File: src/rtl/fifo_frame_unpacker_if.sv
// ----------------------------------------------------------------------------
// fifo_frame_unpacker_if
//   Bundles the FIFO read side and the beat output side of the frame unpacker.
//   Parameters: DW = FIFO word width, BW = output beat width.
//   Signals:
//     drain_en        permits new frame reads
//     fifo_empty      FIFO read-side empty flag
//     fifo_r_enable   FIFO read request, one cycle per word
//     data_from_fifo  FIFO read data, valid the cycle after fifo_r_enable
//     out_valid/out_ready/out_data/out_chan/out_last  beat stream
//     err_len         one-cycle pulse when a frame is dropped for its length
//     frame_cnt       count of frames fully delivered
//   Modports: master = the unpacker, slave = the FIFO/consumer environment.
// ----------------------------------------------------------------------------
interface fifo_frame_unpacker_if #(
   parameter int unsigned DW = 140,
   parameter int unsigned BW = 16
);
   logic          drain_en;
   logic          fifo_empty;
   logic          fifo_r_enable;
   logic [DW-1:0] data_from_fifo;
   logic          out_valid;
   logic          out_ready;
   logic [BW-1:0] out_data;
   logic [3:0]    out_chan;
   logic          out_last;
   logic          err_len;
   logic [15:0]   frame_cnt;

   modport master (
      input  drain_en, fifo_empty, data_from_fifo, out_ready,
      output fifo_r_enable, out_valid, out_data, out_chan, out_last,
             err_len, frame_cnt
   );

   modport slave (
      output drain_en, fifo_empty, data_from_fifo, out_ready,
      input  fifo_r_enable, out_valid, out_data, out_chan, out_last,
             err_len, frame_cnt
   );
endinterface

File: src/rtl/fifo_frame_unpacker.sv
// ----------------------------------------------------------------------------
// fifo_frame_unpacker
//   Reads one frame word at a time from a FIFO and emits its payload as a
//   stream of BW-bit beats with valid/ready handshaking.
//   Word format: [139:136] chan, [135:132] nbeats, [131:128] reserved,
//   [127:0] payload, beat k = payload[16k+15:16k]. Frames with nbeats of 0
//   or above 8 are dropped and flagged with a one-cycle err_len pulse.
//   Ports:
//     clk_out  FIFO read-side clock, all logic on its rising edge
//     rst      synchronous active-high reset
//     bus      fifo_frame_unpacker_if.master (FIFO side + beat output side)
// ----------------------------------------------------------------------------
module fifo_frame_unpacker #(
   parameter int unsigned DW = 140,
   parameter int unsigned BW = 16
) (
   input logic                   clk_out,
   input logic                   rst,
   fifo_frame_unpacker_if.master bus
);
   localparam int unsigned NB_MAX = 8;
   localparam int unsigned PW     = NB_MAX * BW;

   typedef enum logic [1:0] {
      S_IDLE,
      S_WAIT,
      S_SEND
   } state_t;

   state_t        r_state;
   logic [PW-1:0] r_frame;
   logic [3:0]    r_chan;
   logic [3:0]    r_nbeats;
   logic [2:0]    r_idx;
   logic          r_out_valid;
   logic          r_out_last;
   logic [BW-1:0] r_out_data;
   logic          r_err_len;
   logic [15:0]   r_frame_cnt;

   logic [3:0]    w_word_chan;
   logic [3:0]    w_word_nbeats;
   logic          w_word_legal;
   logic [2:0]    w_next_idx;
   logic          w_rd;

   assign w_word_chan   = bus.data_from_fifo[DW-1 -: 4];
   assign w_word_nbeats = bus.data_from_fifo[DW-5 -: 4];
   assign w_word_legal  = (w_word_nbeats != 4'd0) && (w_word_nbeats <= 4'd8);
   assign w_next_idx    = r_idx + 3'd1;

   // Read request is combinational in IDLE; gating with rst keeps it low
   // even before the first reset edge has put the FSM into IDLE.
   assign w_rd = (r_state == S_IDLE) && bus.drain_en && !bus.fifo_empty && !rst;

   always_ff @(posedge clk_out) begin
      if (rst) begin
         r_state     <= S_IDLE;
         r_frame     <= '0;
         r_chan      <= '0;
         r_nbeats    <= '0;
         r_idx       <= '0;
         r_out_valid <= 1'b0;
         r_out_last  <= 1'b0;
         r_out_data  <= '0;
         r_err_len   <= 1'b0;
         r_frame_cnt <= '0;
      end else begin
         r_err_len <= 1'b0;
         unique case (r_state)
            S_IDLE: begin
               if (w_rd) r_state <= S_WAIT;
            end
            S_WAIT: begin
               r_frame  <= bus.data_from_fifo[PW-1:0];
               r_chan   <= w_word_chan;
               r_nbeats <= w_word_nbeats;
               r_idx    <= '0;
               if (w_word_legal) begin
                  // Beat 0 is presented straight from the FIFO word so it
                  // appears in the first SEND cycle.
                  r_state     <= S_SEND;
                  r_out_valid <= 1'b1;
                  r_out_data  <= bus.data_from_fifo[BW-1:0];
                  r_out_last  <= (w_word_nbeats == 4'd1);
               end else begin
                  r_state   <= S_IDLE;
                  r_err_len <= 1'b1;
               end
            end
            S_SEND: begin
               if (bus.out_ready) begin
                  if (r_out_last) begin
                     r_state     <= S_IDLE;
                     r_out_valid <= 1'b0;
                     r_out_last  <= 1'b0;
                     r_out_data  <= '0;
                     r_frame_cnt <= r_frame_cnt + 16'd1;
                  end else begin
                     r_idx      <= w_next_idx;
                     r_out_data <= r_frame[BW*w_next_idx +: BW];
                     r_out_last <= ({1'b0, w_next_idx} == (r_nbeats - 4'd1));
                  end
               end
            end
            default: r_state <= S_IDLE;
         endcase
      end
   end

   assign bus.fifo_r_enable = w_rd;
   assign bus.out_valid     = r_out_valid;
   assign bus.out_data      = r_out_data;
   assign bus.out_chan      = r_chan;
   assign bus.out_last      = r_out_last;
   assign bus.err_len       = r_err_len;
   assign bus.frame_cnt     = r_frame_cnt;
endmodule

File: src/flat_wrapper.sv
// flat-port wrapper written by rule: the top's interface ports become plain ports
module fifo_frame_unpacker_flat 
#(
   parameter int unsigned DW = 140,
   parameter int unsigned BW = 16
)
  (clk_out, rst, bus_drain_en, bus_fifo_empty, bus_data_from_fifo, bus_out_ready, bus_fifo_r_enable, bus_out_valid, bus_out_data, bus_out_chan, bus_out_last, bus_err_len, bus_frame_cnt);
  fifo_frame_unpacker_if #(.DW(DW), .BW(BW)) bus_i ();
  input logic clk_out;
  input logic rst;
  input wire logic [$bits(bus_i.drain_en)-1:0] bus_drain_en;
  input wire logic [$bits(bus_i.fifo_empty)-1:0] bus_fifo_empty;
  input wire logic [$bits(bus_i.data_from_fifo)-1:0] bus_data_from_fifo;
  input wire logic [$bits(bus_i.out_ready)-1:0] bus_out_ready;
  output wire logic [$bits(bus_i.fifo_r_enable)-1:0] bus_fifo_r_enable;
  output wire logic [$bits(bus_i.out_valid)-1:0] bus_out_valid;
  output wire logic [$bits(bus_i.out_data)-1:0] bus_out_data;
  output wire logic [$bits(bus_i.out_chan)-1:0] bus_out_chan;
  output wire logic [$bits(bus_i.out_last)-1:0] bus_out_last;
  output wire logic [$bits(bus_i.err_len)-1:0] bus_err_len;
  output wire logic [$bits(bus_i.frame_cnt)-1:0] bus_frame_cnt;
  assign bus_i.drain_en = bus_drain_en;
  assign bus_i.fifo_empty = bus_fifo_empty;
  assign bus_i.data_from_fifo = bus_data_from_fifo;
  assign bus_i.out_ready = bus_out_ready;
  assign bus_fifo_r_enable = bus_i.fifo_r_enable;
  assign bus_out_valid = bus_i.out_valid;
  assign bus_out_data = bus_i.out_data;
  assign bus_out_chan = bus_i.out_chan;
  assign bus_out_last = bus_i.out_last;
  assign bus_err_len = bus_i.err_len;
  assign bus_frame_cnt = bus_i.frame_cnt;
  fifo_frame_unpacker #(.DW(DW), .BW(BW)) u_core (.clk_out(clk_out), .rst(rst), .bus(bus_i));
endmodule
File: config.mk
export PLATFORM = sky130hd
export DESIGN_NAME = fifo_frame_unpacker_flat
export DESIGN_NICKNAME = d
export VERILOG_FILES = /design/src/rtl/fifo_frame_unpacker_if.sv /design/src/rtl/fifo_frame_unpacker.sv /design/src/flat_wrapper.sv
export SDC_FILE = /design/constraint.sdc
export NUM_CORES = 1
export LEC_CHECK = 0
export BUFFER_PORTS_ARGS = -buffer_cell sky130_fd_sc_hd__buf_2
export CORE_ASPECT_RATIO = 0.7
export CORE_MARGIN = 2
export CORE_UTILIZATION = 40
export CTS_BUF_LIST = sky130_fd_sc_hd__clkbuf_4 sky130_fd_sc_hd__clkbuf_8
export DETAILED_ROUTE_END_ITERATION = 8
export PLACE_DENSITY = 0.71
export SLEW_MARGIN = 20
export SYNTH_ARGS = -nofsm -noshare
export SYNTH_HDL_FRONTEND = slang
export SYNTH_SLANG_ARGS = --single-unit
File: constraint.sdc
create_clock -name clk_out -period 2.2 [get_ports clk_out]
set_input_delay 0.22 -clock clk_out [delete_from_list [all_inputs] [get_ports clk_out]]
set_output_delay 0.22 -clock clk_out [all_outputs]
set_load 0.02 [all_outputs]
# Word-level counts from Yosys, hierarchy flattened
# Index checks and enable logic that the tools add are counted.
# totals
ff_bits	176
latchBits	0
ramBits	0
rom_bits	0
in_bits	145
out_inout_bits	40
elab_cells	61
mem_count	0
# classes
addsub	3
mul	0
div	0
n_lt_le_gt_ge	1
n_eq_ne	9
shifts	1
mux	21
bitwise	1
n_reduce_logical	15
# op_table
operator	count
variable part select 128 x 8 -> 16 bit	1
two-way mux 16 bit	3
case mux 16 bit (2 select lines)	1
adder 16 x 1 -> 16 bit, second input constant	1
AND reduction 3 bit	4
two-way mux 2 bit	4
two-way mux 1 bit	7
two-way mux 3 bit	2
!= test 2 bit, second input constant	3
case mux 2 bit (3 select lines)	1
case mux 3 bit (2 select lines)	1
equality test 3 x 4 -> 1 bit	1
equality test 4 x 1 -> 1 bit, second input constant	1
<= comparator 4 bit, second input constant	1
logical AND 1 bit	4
!= test 2 x 1 -> 1 bit, second input constant	2
case mux 1 bit (2 select lines)	2
AND reduction 4 bit	1
nonzero test 4 bit	1
subtractor 4 x 1 -> 4 bit, second input constant	1
adder 3 x 1 -> 3 bit, second input constant	1
equality test 2 x 1 -> 1 bit, second input constant	1
equality test 2 bit, second input constant	1
logical NOT 1 bit	2
4 further kinds	4

# Longest topological paths before layout
# Gate-level depths: netlist of the first run.
# depth
word_depth	6
depth_mapped	7
depth_no_buf	6

# Least setup slack after synthesis of the first run
# No wires, ideal clock.
# synth_timing
path_kind	reg-to-reg
startpoint	register u_core.r_idx[0]
endpoint	register u_core.r_out_data[4], in the netlist u_core.bus.out_data[4]
setup_time_ns	0.145
arrival_time_ns	1.745
required_ns	2.055
path_slack_ns	0.310
path_stages_with_launch	8
path_buffers	2
synth_period_minus_slack_ns	1.890
path_cell_list	dfxtp_1 > ha_1 > buf_2 > buf_2 > mux4_2 > a32o_1 > a21oi_1 > a211oi_2
# synth_via
elab_chain_len	5
# synth_rtl
item	line_no	source
from (decl)	fifo_frame_unpacker.sv:34	logic [2:0] r_idx;
from (signal assigned)	fifo_frame_unpacker.sv:100	r_idx <= w_next_idx;
adder 3 x 1 -> 3 bit	fifo_frame_unpacker.sv:50	assign w_next_idx = r_idx + 3'd1;
variable part select 128 x 8 -> 16 bit	fifo_frame_unpacker.sv:101	r_out_data <= r_frame[BW*w_next_idx +: BW];
two-way mux 16 bit	fifo_frame_unpacker.sv:93	if (r_out_last) begin
two-way mux 16 bit	fifo_frame_unpacker.sv:92	if (bus.out_ready) begin
case mux 16 bit (2 select lines)	fifo_frame_unpacker.sv:70	unique case (r_state)
to (signal assigned)	fifo_frame_unpacker.sv:84	r_out_data <= bus.data_from_fifo[BW-1:0];
to (signal assigned)	fifo_frame_unpacker.sv:101	
to (decl)	fifo_frame_unpacker.sv:37	logic [BW-1:0] r_out_data;
# Every way passes these cells. The select of a mux whose other input is x is not followed.
# A chain may end at the register's enable or synchronous reset.

# Worst setup path after layout of the first run
# layout_timing
startpoint	register u_core.r_idx[0]
endpoint	register u_core.r_out_data[3], in the netlist u_core.bus.out_data[3]
# Same word-level chain as after synthesis.

==> results of run 1 <==
-- through the flow --
stage	cell area [um2]	hold WS, ns	instances
global placement	8780	0.439	1253
global route	10400	0.0124	1408
CTS	10400	0.0000862	1408
floorplan	7610	0.356	876
detailed placement	8780	0.443	1253
finish	10400	0.0354	1408
-- what timing repair did --
| item | in CTS | in global routing |
|---|---|---|
| gates resized for setup | 0 | 1 |
| hold buffers | 123 | 0 |
| hold endpoints to repair | 123 | 0 |
| endpoints found under the setup margin | 0 | 1 |
| buffers inserted | 0 | 0 |
-- synth_stat cells, drive strengths merged, types with 2 or more instances --
cell,instances
nand2,286
dfxtp,176
a21oi,163
clkbuf,43
mux4,32
buf,27
nor2,27
a211oi,16
a32o,15
nand2b,8
xor2,7
and3,6
nand3,6
inv,5
o21ai,5
xnor2,5
nor3,4
nor4,4
a21o,3
ha,3
nand4b,3
nor2b,3
or3,3
or4,3
and4,2
nand4,2
nor3b,2
o211ai,2
o31ai,2
-- logic make-up (layout without fill, tap and decap cells) --
family,count (synthesis),after routing,share of synthesized area (%)
XOR/XNOR,12,12,1.48
adder cells (fa/ha/maj),3,3,0.493
multiplexers,32,32,9.47
buffers and inverters,75,365,4.44
flip-flops,176,176,46.3
AND/OR/NAND/NOR,363,363,20.2
AO/OA/AOI/OAI,215,215,17.6
-- state kept, by name, summed over array words and instances (netlist names) --
name and cells:
u_core.bus.err_len 1, u_core.bus.frame_cnt 16, u_core.bus.out_chan 4, u_core.bus.out_data 16, u_core.bus.out_last 1, u_core.bus.out_valid 1, u_core.r_frame 128, u_core.r_idx 3
u_core.r_nbeats 4, u_core.r_state 2
-- worst max-delay path, cell delays in order, from the launching register on --
cell,delay [ns]
dfxtp_2,0.36
buf_4,0.36
mux4_2,0.64
a32o_1,0.30
a21oi_1,0.15
a211oi_2,0.08
-- layer usage --
metal,vias up,track usage (%)
li1,3576,-
met1,3495,32.5
met2,289,35.7
met3,31,5.42
met4,0,6.90
met5,-,0
-- final cells by class --
cell class,count,area [um2],share of cell area (%)
multi-input cells,625,3770,36.2
well taps,242,303,2.91
inverters,5,18.8,0.180
flip-flops and latches,176,3520,33.8
clock buffers,18,248,2.38
clock inverters,14,144,1.38
repair buffers,328,2400,23.1
-- path summary, 6_finish.rpt --
| check | startpoint | endpoint | slack, ns | depth (start not counted) |
|---|---|---|---|---|
| setup / recovery | u_core.r_idx[0] | u_core.bus.out_data[3] | 0.19 | 5 |
| setup reg to reg | u_core.r_idx[0] | u_core.bus.out_data[3] | 0.19 | 5 |
| hold / removal | bus_data_from_fifo[13] | u_core.r_frame[13] | 0.04 | 3 |
| hold reg to reg | u_core.r_frame[89] | u_core.r_frame[89] | 0.46 | 2 |
-- report_power, final --
part,switching [mW],leakage [nW],internal [mW],total (mW)
Sequential,0.0607,1.43,3.28,3.34
Clock,1.30,0.193,0.964,2.26
Combinational,0.365,2.31,0.390,0.756
Total,1.72,3.93,4.64,6.36
==> metrics.csv, run 1 <==
metric,value,unit
antenna_found_initial,0,
ys_seq_elements,176,
final_common_cell,nand2_1,
floorplan.initialDensity,40.6,%
drive_above_1_share,25.4,%
die_area,20200,um2
clkSlewWorstSetupHoldPaths,0.10,ns
drc,0,
clockBufferDepth,2,
hold_class,in2reg,
maxCapViolCount,0,
utilization,55.5,%
yosysUniqueCellTypes,52,
core.rowCount,42,
coreArea,18800,um2
synth_area_leaders,"dfxtp_1 46%, nand2_1 14%, a21oi_1 11%",
met3_length,1910,um
rsz0062_at_grt,no,
gp_congestion,0.817,
synth_fp_nets,1024,
insertion_delay,0.47,ns
path_class,reg2reg,
power_density,611,nW/um2
fin_nets,1301,
fin_setup_tns,0,ns
slew_headroom,56.3,%
skew,0.0111,ns
clock.fmax,498,MHz
status,finished clean,
synth_edf_count,0,
ys_async_sr_fraction,0,%
cp-start-kind,flop,
die_y,119,um
timing.final.ws_setup,0.191,ns
finalSetupViolCount,0,
hpwlAfterDp,15300,um
synthFlopType,dfxtp_1,
area_growth_syn_to_layout,36.9,%
syn-mean-instance-area,8.69,um2
cp_max_fo,25,
synth_area,7610,um2
arrival,2.37,ns
maxSlewViolCount,0,
wl_per_cell,16.4,um
period_needed,2.01,ns
end_kind,flop,
wirelength,23000,um
first_iter_violations,699,
cts-root-buf,clkbuf_8,
num_vias,7391,
synth_top_area_cell,dfxtp_1,
pre_cts_slack,0.0889,ns
cts_inserted_buffers,17,
chipWidth,169,um
final_cell_mix,"286 x nand2_1, 179 x buf_2, 175 x dfxtp_1",
synth_warnings,0,
grt_pass1_wl,36300,um
num-fill-cells,1656,
cts_tree,built,
vias_per_cell,5.25,
grt_pass1_vias,7045,
track_usage,23.2,%
wl_met2,10600,um
yosysSeqAreaShare,46.3,%
cp.required,2.56,ns
overflow,0,
num_antenna_cells,0,
ant_nets,0,
p_leak,3.93,nW
grt_max_degree,138,
power.total,6.36,mW
cts_max_level,4,
dr.max_layer_used,met4,
hold_violations,0,
cts_sinks,176,
dr.pass1.iters,5,
syn_inst,876,
worstMarginPinSlew,0.655,ns
vdd_ir_drop_max,345,uV
wirelength_met1,10100,um
synth_top_area_share,46.3,%
io-pin-count,185,
min_period_over_period,91.3,%
io_buffer_count,180,
Note: power is estimated with default switching activity, not from simulation.
==> run 2: changes to the inputs <==
- PLACE_DENSITY: 0.71 -> 0.63
- clock period: 2.2 -> 1.9 ns (I/O delays scaled with it)
==> metrics.csv, run 2 (synthesis results as in run 1) <==
metric,value,unit,change
status,finished clean,,
clock.fmax,530,MHz,+6.5%
r2r_end,u_core.bus.out_data[13],,
io_buffer_count,180,,unchanged
vdd_ir_drop_max,465,uV,+35%
swShare,25.0,%,-2.1 points
min_period_over_period,99.3,%,+8.0 points
num_vias,7334,,-0.77%
floorplan.initialDensity,40.6,%,unchanged
cts-root-buf,clkbuf_8,,
finalSetupViolCount,0,,unchanged
dp.cells,1262,,+0.72%
end_kind,flop,,
slew_headroom,55.1,%,-1.2 points
maxSlewViolCount,0,,unchanged
combPwrFrac,11.7,%,-0.2 points
r2r.worst_path.cells,6,,+1
hold_violations,0,,unchanged
cp.required,2.25,ns,-0.31 ns
drc,0,,unchanged
num_antenna_cells,0,,unchanged
drive_above_1_share,26.8,%,+1.5 points
grt_pass1_wl,37000,um,+2.2%
hold_class,in2reg,,
fin_nets,1317,,+1.2%
grt_pass1_vias,6803,,-3.4%
p_int,5.73,mW,+24%
rrSetupSlack,0.01,ns,-0.18 ns
rsz0062_at_grt,yes,,
cts_max_level,4,,unchanged
pre_cts_slack,-0.0650,ns,-0.154 ns
top_register,u_core.r_frame,,
cts_tree,built,,
r2r_start,u_core.r_idx[0],,
final_cell_mix,"286 x nand2_1, 179 x buf_2, 174 x dfxtp_1",,
maxCapViolCount,0,,unchanged
die_y,119,um,unchanged
clkPwrFrac,37.5,%,+1.9 points
hold-path-endpoint,u_core.r_frame[84],,
die_area,20200,um2,unchanged
dr.pass1.iters,5,,unchanged
path_class,reg2reg,,
cts_inserted_buffers,17,,unchanged
arrival,2.23,ns,-0.14 ns
power.total,7.64,mW,+20%
ant_nets,0,,unchanged
track_usage,23.9,%,+0.70 points
clkSlewWorstSetupHoldPaths,0.09,ns,about the same
largest_register_ffs,128,,unchanged
grt_max_degree,138,,unchanged
p_switching,1.91,mW,+11%
period_needed,1.89,ns,-0.122 ns
final_cells,1423,,+1.1%
wirelength,24000,um,+4.4%
antenna_found_initial,0,,unchanged
cp-start-kind,flop,,
hpwlAfterDp,16300,um,+6.6%
wl_per_cell,16.9,um,+3.3%
core.rowCount,42,,unchanged
clockBufferDepth,2,,unchanged
vias_per_cell,5.15,,-1.8%
skew,0.0165,ns,+0.00540 ns
p_seq_share,50.8,%,-1.8 points
utilization,56.9,%,+1.4 points
min_from,bus_data_from_fifo[84],,
coreArea,18800,um2,unchanged
chipWidth,169,um,unchanged
p_leak,4.04,nW,+2.9%
io-pin-count,185,,unchanged
cp_max_fo,7,,-72%
first_iter_violations,643,,-8.0%
power_density,716,nW/um2,+17%
insertion_delay,0.47,ns,about the same
final_common_cell,nand2_1,,
hold_depth,3,,unchanged
overflow,0,,unchanged
timing.final.ws_setup,0.0128,ns,-0.178 ns
area_growth_syn_to_layout,40.2,%,
cts_sinks,176,,unchanged
gp_congestion,0.825,,+0.92%
worstMarginPinSlew,0.674,ns,+0.0185 ns
## run 2: cell count changes in the layout (fill, tap and decap cells not counted), moves of 3 or more
cell | before | now
inv_6 | 5 | 1
dlygate4sd3_1 | 123 | 129
a32o_2 | 0 | 3
buf_4 | 19 | 25
a21oi_1 | 160 | 152
a32o_1 | 15 | 12
a21oi_2 | 3 | 11
buf_12 | 6 | 9
bufinv_16 | 1 | 4
## run 2: power by group through the flow
stage	sequential, mW	clock, mW	combinational, mW
after floorplan	3.95	0	0.360
after global placement	3.97	0	0.661
after detailed placement	3.97	0	0.670
after CTS	3.88	2.91	0.874
after global routing	3.89	3.08	0.976
final	3.88	2.87	0.894
## run 2: routing by layer
metal,wire length (um),vias to the layer above,track usage (%)
li1,-,3607,-
met1,11400,3459,34.4
met2,10700,249,35.7
met3,1760,19,6.61
met4,240,0,5.33
met5,0,-,0
## run 2: per-stage QoR
step	instance area (um2)	TNS (ns)	hold slack (ns)
floorplan	7610	0	0.326
global placement	8890	-0.155	0.435
detailed placement	8890	-0.198	0.439
CTS	10600	0	0.000188
global route	10700	-0.125	0.00326
finish	10700	0	0.0340
## run 2: how the worst max path moves through the flow
stage                     from  cells after the start  slack [ns]                       to
2_1_floorplan  u_core.r_idx[0]                      7        0.01   u_core.bus.out_data[4]
3_3_place_gp   u_core.r_idx[1]                      7       -0.04   u_core.bus.out_data[1]
3_5_place_dp   u_core.r_idx[1]                      6       -0.06  u_core.bus.out_data[13]
4_1_cts        u_core.r_idx[0]                      5       0.008   u_core.bus.out_data[1]
5_1_grt        u_core.r_idx[0]                      6       -0.04  u_core.bus.out_data[13]
6_report       u_core.r_idx[0]                      6        0.01  u_core.bus.out_data[13]
## run 2: critical path, cell delays in order, from the launching register on
cell and delay, ns:
dfxtp_2 0.35, ha_4 0.29, buf_12 0.12, mux4_2 0.52
a32o_1 0.28, a21oi_2 0.13, a211oi_2 0.08
## run 2: cell type report
class,instances,area [um2]
Clock inverter,12,184
Tap cell,242,303
Multi-Input combinational cell,625,3810
Timing Repair Buffer,344,2580
Inverter,5,18.8
Fill cell,1682,8090
Clock buffer,19,249
Sequential cell,176,3530
## run 2: repair_timing
item,CTS,global route
setup buffers,0,1
hold buffers,128,1
gates resized for setup,3,12
hold endpoints to repair,128,1
pin swaps,0,2
endpoints found under the setup margin,11,12
==> run 3: changes to the inputs <==
- CELL_PAD_IN_SITES_DETAIL_PLACEMENT: unset -> 1
- CELL_PAD_IN_SITES_GLOBAL_PLACEMENT: unset -> 1
- CORE_UTILIZATION: 40 -> 37
- PLACE_DENSITY: 0.63 -> 0.78
- clock period: 1.9 -> 1.6 ns (I/O delays scaled with it)
==> metrics.csv, run 3 (synthesis results as in run 1) <==
metric,value,unit,change
num_vias,8047,,+9.7%
p_switching,2.51,mW,+31%
area_growth_syn_to_layout,45.8,%,
fin_setup_tns,-4.67,ns,-4.67 ns
track_usage,28.9,%,+5.0 points
dr.pass1.iters,5,,unchanged
overflow,0,,unchanged
core.rowCount,43,,+2.4%
skew,0.0206,ns,+0.00410 ns
clockBufferDepth,2,,unchanged
combPwrFrac,13.1,%,+1.4 points
hold_depth,3,,unchanged
vias_per_cell,5.43,,+5.4%
violations,negative setup slack,,
wl_per_cell,21.9,um,+29%
gp_congestion,0.915,,+11%
use_met1,36.2,%,+1.8 points
drive_above_1_share,29.5,%,+2.7 points
die_y,124,um,+3.8%
cts-root-buf,clkbuf_8,,
p_int,6.41,mW,+12%
chipWidth,175,um,+3.9%
crit_chain,ha_4 > buf_6 > buf_12 > mux4_2 > a21oi_4 > o221ai_2,,
rsz0062_at_grt,yes,,
power.total,8.92,mW,+17%
end_kind,flop,,
maxSlewViolCount,0,,unchanged
fin_nets,1344,,+2.1%
die_area,21700,um2,+7.9%
hold_class,in2reg,,
maxCapViolCount,0,,unchanged
coreArea,20000,um2,+6.4%
final_common_cell,nand2_1,,
power_density,804,nW/um2,+12%
p_seq_share,51.9,%,+1.1 points
hold_violations,0,,unchanged
r2r_start,u_core.r_idx[0],,
antenna_found_initial,3,,+3
insertion_delay,0.49,ns,+0.02 ns
grt_max_degree,138,,unchanged
clock.fmax,510,MHz,-3.7%
min_period_over_period,123,%,+23 points
swShare,28.1,%,+3.2 points
wirelength,32400,um,+35%
top_register,u_core.r_frame,,
grt_pass1_vias,8312,,+22%
min_from,bus_data_from_fifo[84],,
r2r_end,u_core.bus.out_data[15],,
r2r.worst_path.cells,6,,unchanged
grt.busiest_layer,met2,,
grtUsageMet3,8.18,%,+1.6 points
grt_pass1_wl,47200,um,+27%
worstMarginPinSlew,0.656,ns,-0.0182 ns
clkSlewWorstSetupHoldPaths,0.09,ns,about the same
cp_slowest_cell,mux4_2,,
io_buffer_count,180,,unchanged
cts_sinks,176,,unchanged
largest_register_ffs,128,,unchanged
first_iter_violations,795,,+24%
finalInstanceArea,11100,um2,+4.0%
cp.required,1.95,ns,-0.30 ns
hpwlAfterDp,18900,um,+17%
dpl_cell_area,9060,um2,+1.9%
p_leak,4.20,nW,+4.0%
clkPwrFrac,35.0,%,-2.5 points
cpPeakStageDelay,0.55,ns,+0.03 ns
ant_nets,0,,unchanged
grt_use_met2,48.1,%,+12 points
path_class,reg2reg,,
rrSetupSlack,-0.36,ns,-0.37 ns
fin_hold_ws,0.0350,ns,+0.000984 ns
status,"finished, violations left",,
cts_max_level,4,,unchanged
cts_inserted_buffers,17,,unchanged
critPathTopFamily,multiplexers,,
cp_max_fo,7,,unchanged
finalSetupViolCount,16,,+16
floorplan.initialDensity,38.1,%,-2.4 points
period_needed,1.96,ns,+0.0734 ns
drc,0,,unchanged
slew_headroom,56.3,%,+1.2 points
utilization,55.6,%,-1.3 points
io-pin-count,185,,unchanged
cts_tree,built,,
arrival,2.31,ns,+0.08 ns
final_cell_mix,"285 x nand2_1, 178 x buf_2, 167 x dfxtp_1",,
hold-path-endpoint,u_core.r_frame[84],,
cp-start-kind,flop,,
timing.final.ws_setup,-0.361,ns,-0.373 ns
vdd_ir_drop_max,516,uV,+11%
path_buf_inv,2,,+1
run 3: timing repair:
action	in CTS	in global routing
setup endpoints to repair	17	36
cloned	1	1
pin swaps	4	16
hold buffers	137	0
endpoints found under the hold margin	136	0
buffers inserted	6	9
resized for setup	9	28
run 3: worst reg2reg max path: cells and delay by family (launching register included):
kind | cells | cell delay (ns)
flip-flops | 1 | 0.37
multiplexers | 1 | 0.55
AO/OA/AOI/OAI | 2 | 0.33
adder cells (fa/ha/maj) | 1 | 0.31
buffers and inverters | 2 | 0.27
run 3: metrics by stage:
step	instances	setup slack (ns)
after detailed placement	1295	-0.262
after global routing	1481	-0.391
final	1482	-0.361
after floorplan	876	-0.130
after CTS	1471	-0.232
after global placement	1295	-0.225
run 3: layout make-up:
cell class / instances / area (um2)
fill: 2318 / 8870
multi-input combinational: 625 / 3860
sequential: 176 / 3540
timing repair buffer: 371 / 2940
tap: 270 / 338
clock buffer: 19 / 255
clock inverter: 13 / 126
inverter: 5 / 18.8
antenna: 3 / 7.51
run 3: power groups by stage:
stage	sequential, mW	combinational, mW	clock [mW]
global placement	4.73	0.807	0
global route	4.64	1.25	3.36
detailed placement	4.73	0.827	0
finish	4.63	1.17	3.12
CTS	4.63	1.09	3.13
floorplan	4.69	0.437	0
run 3: how the worst max path moves through the flow:
stage	to	start	slack, ns	cells past startpoint
floorplan	u_core.bus.out_data[12]	u_core.r_idx[0]	-0.13	6
global placement	u_core.bus.out_data[4]	u_core.r_idx[0]	-0.23	6
detailed placement	u_core.bus.out_data[2]	u_core.r_idx[0]	-0.26	6
CTS	u_core.bus.out_data[13]	u_core.r_idx[0]	-0.23	6
global route	u_core.bus.out_data[15]	u_core.r_idx[0]	-0.39	6
finish	u_core.bus.out_data[15]	u_core.r_idx[0]	-0.36	6
run 3: layer usage:
metal  part of all wire [%]  up-vias
li1                       -     3662
met1                     41     3879
met2                     47      430
met3                    8.9       76
met4                    3.2        0
met5                      0        -
